===== src/rtl/dmem_bridge.sv =====
// dmem_bridge: membuf-to-bus bridge, one access outstanding, IDLE/BUS/RESP FSM.
// Define DMEM_TIMEOUT_EN to add a bus-ack watchdog of TIMEOUT_CYC cycles.
`ifndef XLEN
`define XLEN 32
`endif

module dmem_bridge #(
    parameter int TIMEOUT_CYC = 256
) (
    input  logic              clk,
    input  logic              rst,
    input  logic              dmem_req,
    input  logic              dmem_cmd,
    input  logic [1:0]        dmem_width,
    input  logic [`XLEN-1:0]  dmem_addr,
    input  logic [`XLEN-1:0]  dmem_wdata,
    output logic [`XLEN-1:0]  dmem_rdata,
    output logic              dmem_resp,
    output logic              dmem_err,
    output logic              bus_cyc,
    output logic              bus_we,
    output logic [3:0]        bus_sel,
    output logic [`XLEN-1:0]  bus_adr,
    output logic [`XLEN-1:0]  bus_dat_o,
    input  logic [`XLEN-1:0]  bus_dat_i,
    input  logic              bus_ack
);
    typedef enum logic [1:0] {S_IDLE, S_BUS, S_RESP} state_t;

    state_t             state_q, state_d;
    logic               we_q;
    logic               is_word_q;
    logic [1:0]         lane_q;
    logic [3:0]         sel_q, sel_d;
    logic [`XLEN-1:0]   adr_q;
    logic [`XLEN-1:0]   dat_q, dat_d;
    logic [`XLEN-1:0]   rdata_q;
    logic [`XLEN-1:0]   load_d;
    logic               capture;
    logic               timeout_hit;

    // A request arriving while BUS is busy is dropped, not queued.
    assign capture = dmem_req && (state_q != S_BUS);

`ifdef DMEM_TIMEOUT_EN
    localparam int CNT_W = $clog2(TIMEOUT_CYC + 1);
    logic [CNT_W-1:0] cnt_q;
    logic             err_q;

    // Ack on the limit cycle takes precedence over the abort.
    assign timeout_hit = (state_q == S_BUS) && !bus_ack &&
                         (cnt_q == CNT_W'(TIMEOUT_CYC - 1));

    always_ff @(posedge clk) begin
        if (rst) begin
            cnt_q <= '0;
            err_q <= 1'b0;
        end else begin
            cnt_q <= (state_q == S_BUS) ? cnt_q + 1'b1 : '0;
            err_q <= timeout_hit;
        end
    end
`else
    assign timeout_hit = 1'b0;
`endif

    always_ff @(posedge clk) begin
        if (rst) state_q <= S_IDLE;
        else     state_q <= state_d;
    end

    always_comb begin
        state_d = state_q;
        case (state_q)
            S_IDLE:  if (dmem_req) state_d = S_BUS;
            S_BUS:   if (bus_ack || timeout_hit) state_d = S_RESP;
            S_RESP:  state_d = dmem_req ? S_BUS : S_IDLE;
            default: state_d = S_IDLE;
        endcase
    end

    always_comb begin
        dmem_resp = 1'b0;
        dmem_err  = 1'b0;
        bus_cyc   = 1'b0;
        case (state_q)
            S_BUS:  bus_cyc = 1'b1;
            S_RESP: begin
                dmem_resp = 1'b1;
`ifdef DMEM_TIMEOUT_EN
                dmem_err  = err_q;
`endif
            end
            default: ;
        endcase
    end

    always_comb begin
        case (dmem_width)
            2'b00:   sel_d = 4'b0001 << dmem_addr[1:0];
            2'b01:   sel_d = 4'b0011 << {dmem_addr[1], 1'b0};
            default: sel_d = 4'b1111;
        endcase
        case (dmem_width)
            2'b00:   dat_d = {(`XLEN/8){dmem_wdata[7:0]}};
            2'b01:   dat_d = {(`XLEN/16){dmem_wdata[15:0]}};
            default: dat_d = dmem_wdata;
        endcase
    end

    // Right-align the addressed lane; sign extension is left to membuf.
    assign load_d = is_word_q ? bus_dat_i : (bus_dat_i >> {lane_q, 3'b000});

    always_ff @(posedge clk) begin
        if (rst) begin
            we_q      <= 1'b0;
            is_word_q <= 1'b0;
            lane_q    <= 2'b00;
            sel_q     <= 4'b0000;
            adr_q     <= '0;
            dat_q     <= '0;
            rdata_q   <= '0;
        end else begin
            if (capture) begin
                we_q      <= dmem_cmd;
                is_word_q <= dmem_width[1];
                lane_q    <= dmem_addr[1:0];
                sel_q     <= sel_d;
                adr_q     <= {dmem_addr[`XLEN-1:2], 2'b00};
                dat_q     <= dat_d;
            end
            if (state_q == S_BUS && bus_ack)
                rdata_q <= we_q ? '0 : load_d;
            else if (timeout_hit)
                rdata_q <= '0;
        end
    end

    assign dmem_rdata = rdata_q;
    assign bus_we     = we_q;
    assign bus_sel    = sel_q;
    assign bus_adr    = adr_q;
    assign bus_dat_o  = dat_q;

endmodule


===== config.mk =====
export PLATFORM = sky130hd
export DESIGN_NAME = dmem_bridge
export DESIGN_NICKNAME = d
export VERILOG_FILES = /design/src/rtl/dmem_bridge.sv
export SDC_FILE = /design/constraint.sdc
export NUM_CORES = 1
export LEC_CHECK = 0
export CAP_MARGIN = 20
export CORE_ASPECT_RATIO = 0.5
export CORE_MARGIN = 2
export CORE_UTILIZATION = 45
export CTS_CLUSTER_DIAMETER = 120
export CTS_CLUSTER_SIZE = 8
export DETAILED_ROUTE_END_ITERATION = 10
export PLACE_DENSITY_LB_ADDON = 0.12
export SLEW_MARGIN = 30
export SYNTH_ARGS = -nofsm -noshare
export SYNTH_HDL_FRONTEND = slang
export SYNTH_SLANG_ARGS = --single-unit

===== constraint.sdc =====
create_clock -name clk -period 4.32 [get_ports clk]
set_input_delay 0.864 -clock clk [delete_from_list [all_inputs] [get_ports clk]]
set_output_delay 0.864 -clock clk [all_outputs]
set_load 0.005 [all_outputs]

Word-level counts from Yosys, hierarchy flattened
Index checks and enable logic that the tools add are counted.
- word-level logic and storage cells: 32
- bits in registers: 104
- input bits: 103
- output and inout bits: 104
- equal/unequal tests: 6
- reduce and logical (&&, ||, !) cells: 5
- shift operators: 3
- multiplexer cells: 10
- operators with widths (kind ; count):
    two-way mux 32 bit ; 2
    one-hot mux 32 bit (2 select lines) ; 1
    >> shifter 32 x 5 -> 32 bit ; 1
    one-hot mux 4 bit (2 select lines) ; 1
    one-hot mux 2 bit (3 select lines) ; 1
    == test 2 x 1 -> 1 bit (second input constant) ; 2
    zero test 2 bit ; 2
    two-way mux 2 bit ; 2
    != test 2 bit (second input constant) ; 2
    << shifter 1 x 2 -> 4 bit (first input constant) ; 1
    << shifter 2 x 2 -> 4 bit (first input constant) ; 1
    two-way mux 1 bit ; 3
    == test 2 bit (second input constant) ; 1
    logical AND 1 bit ; 2
    != test 2 x 1 -> 1 bit (second input constant) ; 1
    AND reduction 2 bit ; 1

Logic depth before layout (Yosys ltp)
- depth in word-level cells: 3
- depth in mapped cells: 7
- gate-level depth less buffers: 4

Worst setup path after synthesis
Ideal clock, no wire load.
- path kind: input -> register
- from: in bus_ack
- to: reg rdata_q[20], in the netlist dmem_rdata[20]
- setup time: 0.122 ns
- buffers on the path: 2
- setup slack: 2.436 ns
- arrival: 1.762 ns
- required time: 4.198 ns
- cell stages on the path: 5
- cell sequence: and3b_1 -> buf_2 -> nor2_1 -> buf_2 -> a221o_1
- cells in the longest elaborated chain, start to end: 1
- ends and longest elaborated chain (what ; line ; text):
    start, declared ; 26 ; input logic bus_ack
    logical AND 1 bit ; 132 ; if (state_q == S_BUS && bus_ack)
    end signal, assigned ; 133 ; rdata_q <= we_q ? '0 : load_d;
    end, declared ; 37 ; logic [`XLEN-1:0] rdata_q;
Every way passes these cells.
A chain may end at the register's enable or synchronous reset.

Final worst setup path
- from: in bus_ack
- to: reg rdata_q[4], in the netlist dmem_rdata[4]
Same word-level chain as after synthesis.

==> flow_metrics.tcl <==
set metrics [dict create \
    status "finished clean" \
    rr_worst_depth 4 \
    synth_area_leaders "dfxtp_1 (46%), nand2_1 (12%), a21oi_1 (8.6%), a32o_1 (3.6%), mux2i_1 (3.6%)" \
    finalSetupViolations 0 \
    cp-end-kind "flip-flop" \
    drt_pass1_iterations 5 \
    tightestPinTransition_ns 0.946 \
    tritoncts "done" \
    syn_to_final_growth_pct 52.4 \
    power_switching_uw 600 \
    grt_pass1_wl_um 21400 \
    drtIter0Drc 267 \
    grt_max_degree 88 \
    rows 25 \
    p_leak_nw 2.49 \
    final_cells 873 \
    gp_congestion 0.778 \
    critPathKind "in -> reg" \
    mostFrequentLayoutCells "clkdlybuf4s50_1 (202), nand2_1 (146), dfxtp_1 (104), a21oi_1 (77), nor2_1 (30)" \
    ff2ff_setup_slack_ns 2.09 \
    final_area_mm2 0.00683 \
    power_density_mw_per_mm2 347 \
    irDropWorstVdd_v 0.000207 \
    synth_seq_cells 104 \
    startpoint_type "primary input" \
    p_total_mw 2.37 \
    grt_pass1_vias 4240 \
    post-place-cells 857 \
    clkTransAtPathRegs_ns 0.07 \
    setup_slack_ns 1.83 \
    fp.dieW_um 145 \
    wl_um 13900 \
    via_count 4638 \
    ant_nets 0 \
    period_share_pct 57.6 \
    r2r_start "is_word_q$_SDFFE_PP0P_" \
    r2r-end "dmem_rdata[11]$_SDFFE_PP0P_" \
    netlist_area_mm2 0.00448 \
    timing.slew.headroom_pct 36.9 \
    cts_hold_buf 0 \
    antenna_found_initial 0 \
    gr-usage-all-layers_pct 24.9 \
    hold-path-endpoint "dmem_rdata[10]$_SDFFE_PP0P_" \
    p_clk_share_pct 36.8 \
    required_ns 4.61 \
    p_int_mw 1.77 \
    synth.avg_cell_area_um2 7.96 \
    synth_cell_types 36 \
    fin_worst_skew_ns 0.00824 \
    place_ws_ns 1.49 \
    final_net_count 836 \
    comb_power_share_pct 18.9 \
    clock_latency_ns 0.35 \
    dp_hpwl_um 9550 \
    drc 0 \
    tns_ns 0 \
    netSwitchingFraction_pct 25.3 \
    placed_area_mm2 0.00651 \
    ios 207 \
    hold_viol_final 0 \
    coreArea_mm2 0.00957 \
    nFillCells 785 \
    min_path_cells 2 \
    clk_path_buf_depth 2 \
    arrival_ns 2.78 \
    maxCapViolCount 0 \
    portBuffers 203 \
    multi_input_area_mm2 0.00217 \
    synthCells 563 \
    slew_viol_final 0 \
    drive_gt1_share_pct 3.79 \
    cts_buffers 9 \
    die_h_um 74.6 \
    cts-root-buf "clkbuf_16" \
    netlist.area_leader.share_pct 46.5 \
    hp-start "dmem_rdata[10]$_SDFFE_PP0P_" \
    start_util_pct 46.8 \
    synth_warnings 0 \
    fin_crit_ns 2.49 \
    seq_area_frac_synth_pct 46.5 \
    die_area_mm2 0.0108 \
    vias_per_cell 5.31 \
    grt-ovfl-total 0 \
    seqPwrFrac_pct 44.3 \
    layout_commonest_cell "clkdlybuf4s50_1" \
    diodes 0 \
    htreeDepth 3 \
    ctsResizeCount 0 \
    rsz0062_at_grt "no" \
    max_freq_mhz 402 \
    ff_latch_area_mm2 0.00208 \
    crit_fanout 15 \
    cts_sinks 104 \
    wire_per_inst_um 15.9 \
    cts_post_setup_buffers_inserted 0 \
    synth_area_leader_cell "dfxtp_1" \
    holdCritPathClass "reg -> reg" \
]
==> registers in the layout, summed over array words and instances, names as in the netlist <==
name        count
bus_dat_o      32
bus_we          1
state_q         2
bus_adr        30
bus_sel         4
dmem_rdata     32
is_word_q       1
lane_q          2
==> through the flow <==
step | hold slack [ns] | utilization (%)
CTS | 0.451 | 71.4
global placement | 0.440 | 67.9
finish | 0.447 | 71.4
floorplan | 0.446 | -
global route | 0.469 | 71.4
detailed placement | 0.442 | 68.0
==> per-layer routing <==
| metal | GRT usage (%) | wire length (um) | vias to the layer above |
|---|---|---|---|
| met4 | 8.28 | 224 | 0 |
| met2 | 41.9 | 6440 | 168 |
| met1 | 29.7 | 5880 | 2156 |
| met3 | 10.5 | 1310 | 21 |
| met5 | 0 | 0 | - |
| li1 | - | - | 2293 |
==> how the worst max path moves through the flow <==
| stage | slack, ns | depth (start not counted) | from | end |
|---|---|---|---|---|
| 2_1_floorplan | 2.44 | 5 | bus_ack | dmem_rdata[20]$_SDFFE_PP0P_ |
| 3_3_place_gp | 1.53 | 5 | rst | dmem_rdata[16]$_SDFFE_PP0P_ |
| 3_5_place_dp | 1.49 | 5 | bus_ack | dmem_rdata[4]$_SDFFE_PP0P_ |
| 4_1_cts | 1.84 | 4 | dmem_width[0] | bus_dat_o[11]$_SDFFE_PP0P_ |
| 5_1_grt | 1.62 | 4 | dmem_width[0] | bus_dat_o[11]$_SDFFE_PP0P_ |
| 6_report | 1.83 | 5 | bus_ack | dmem_rdata[4]$_SDFFE_PP0P_ |
==> critical path: stages <==
cell and delay [ns]:
clkdlybuf4s50_1 0.50, nand3b_1 0.33, or3_1 0.67, a21oi_1 0.23
a32o_1 0.17
==> power groups by stage <==
stage                     clock (mW)  sequential [mW]  combinational, mW
after detailed placement           0             1.07              0.446
after global placement             0             1.07              0.440
after floorplan                    0             1.07              0.188
after global routing           0.926             1.06              0.486
final                          0.873             1.05              0.448
after CTS                      0.892             1.05              0.449
==> cells by family (layout without fill, tap and decap cells) <==
family / Yosys count / in the layout / share of synthesized area, %
muxes: 16 / 16 / 3.57
and+or+nand+nor: 227 / 227 / 21.5
buffers and inverters: 55 / 228 / 5.61
other: 1 / 3 / 0.0837
DFF: 104 / 104 / 46.5
AOI/OAI and AO/OA: 160 / 160 / 22.8
==> area by class of cell <==
cell class	count	share of cell area, %
multi-input combinational	406	31.7
sequential	104	30.5
timing repair buffer	208	30.4
clock buffer	9	3.30
tap	135	2.47
clock inverter	7	1.39
inverter	4	0.220
==> Yosys cell counts (all sizes together) <==
cell type and instances:
nand2 147, dfxtp 104, a21oi 77, nor2 31
buf 27, clkbuf 24, o21ai 24, nand2b 17
a32o 16, mux2i 16, nand3 15, a211oi 10
a221o 8, a221oi 8, a311oi 8, nor3 7
o22ai 7, inv 4, nor2b 3, and2 2
and3b 1, conb 1, nand3b 1, nor4b 1
o21ba 1, o21bai 1, or3 1, or4 1
Power figures use the tool's default switching activity.
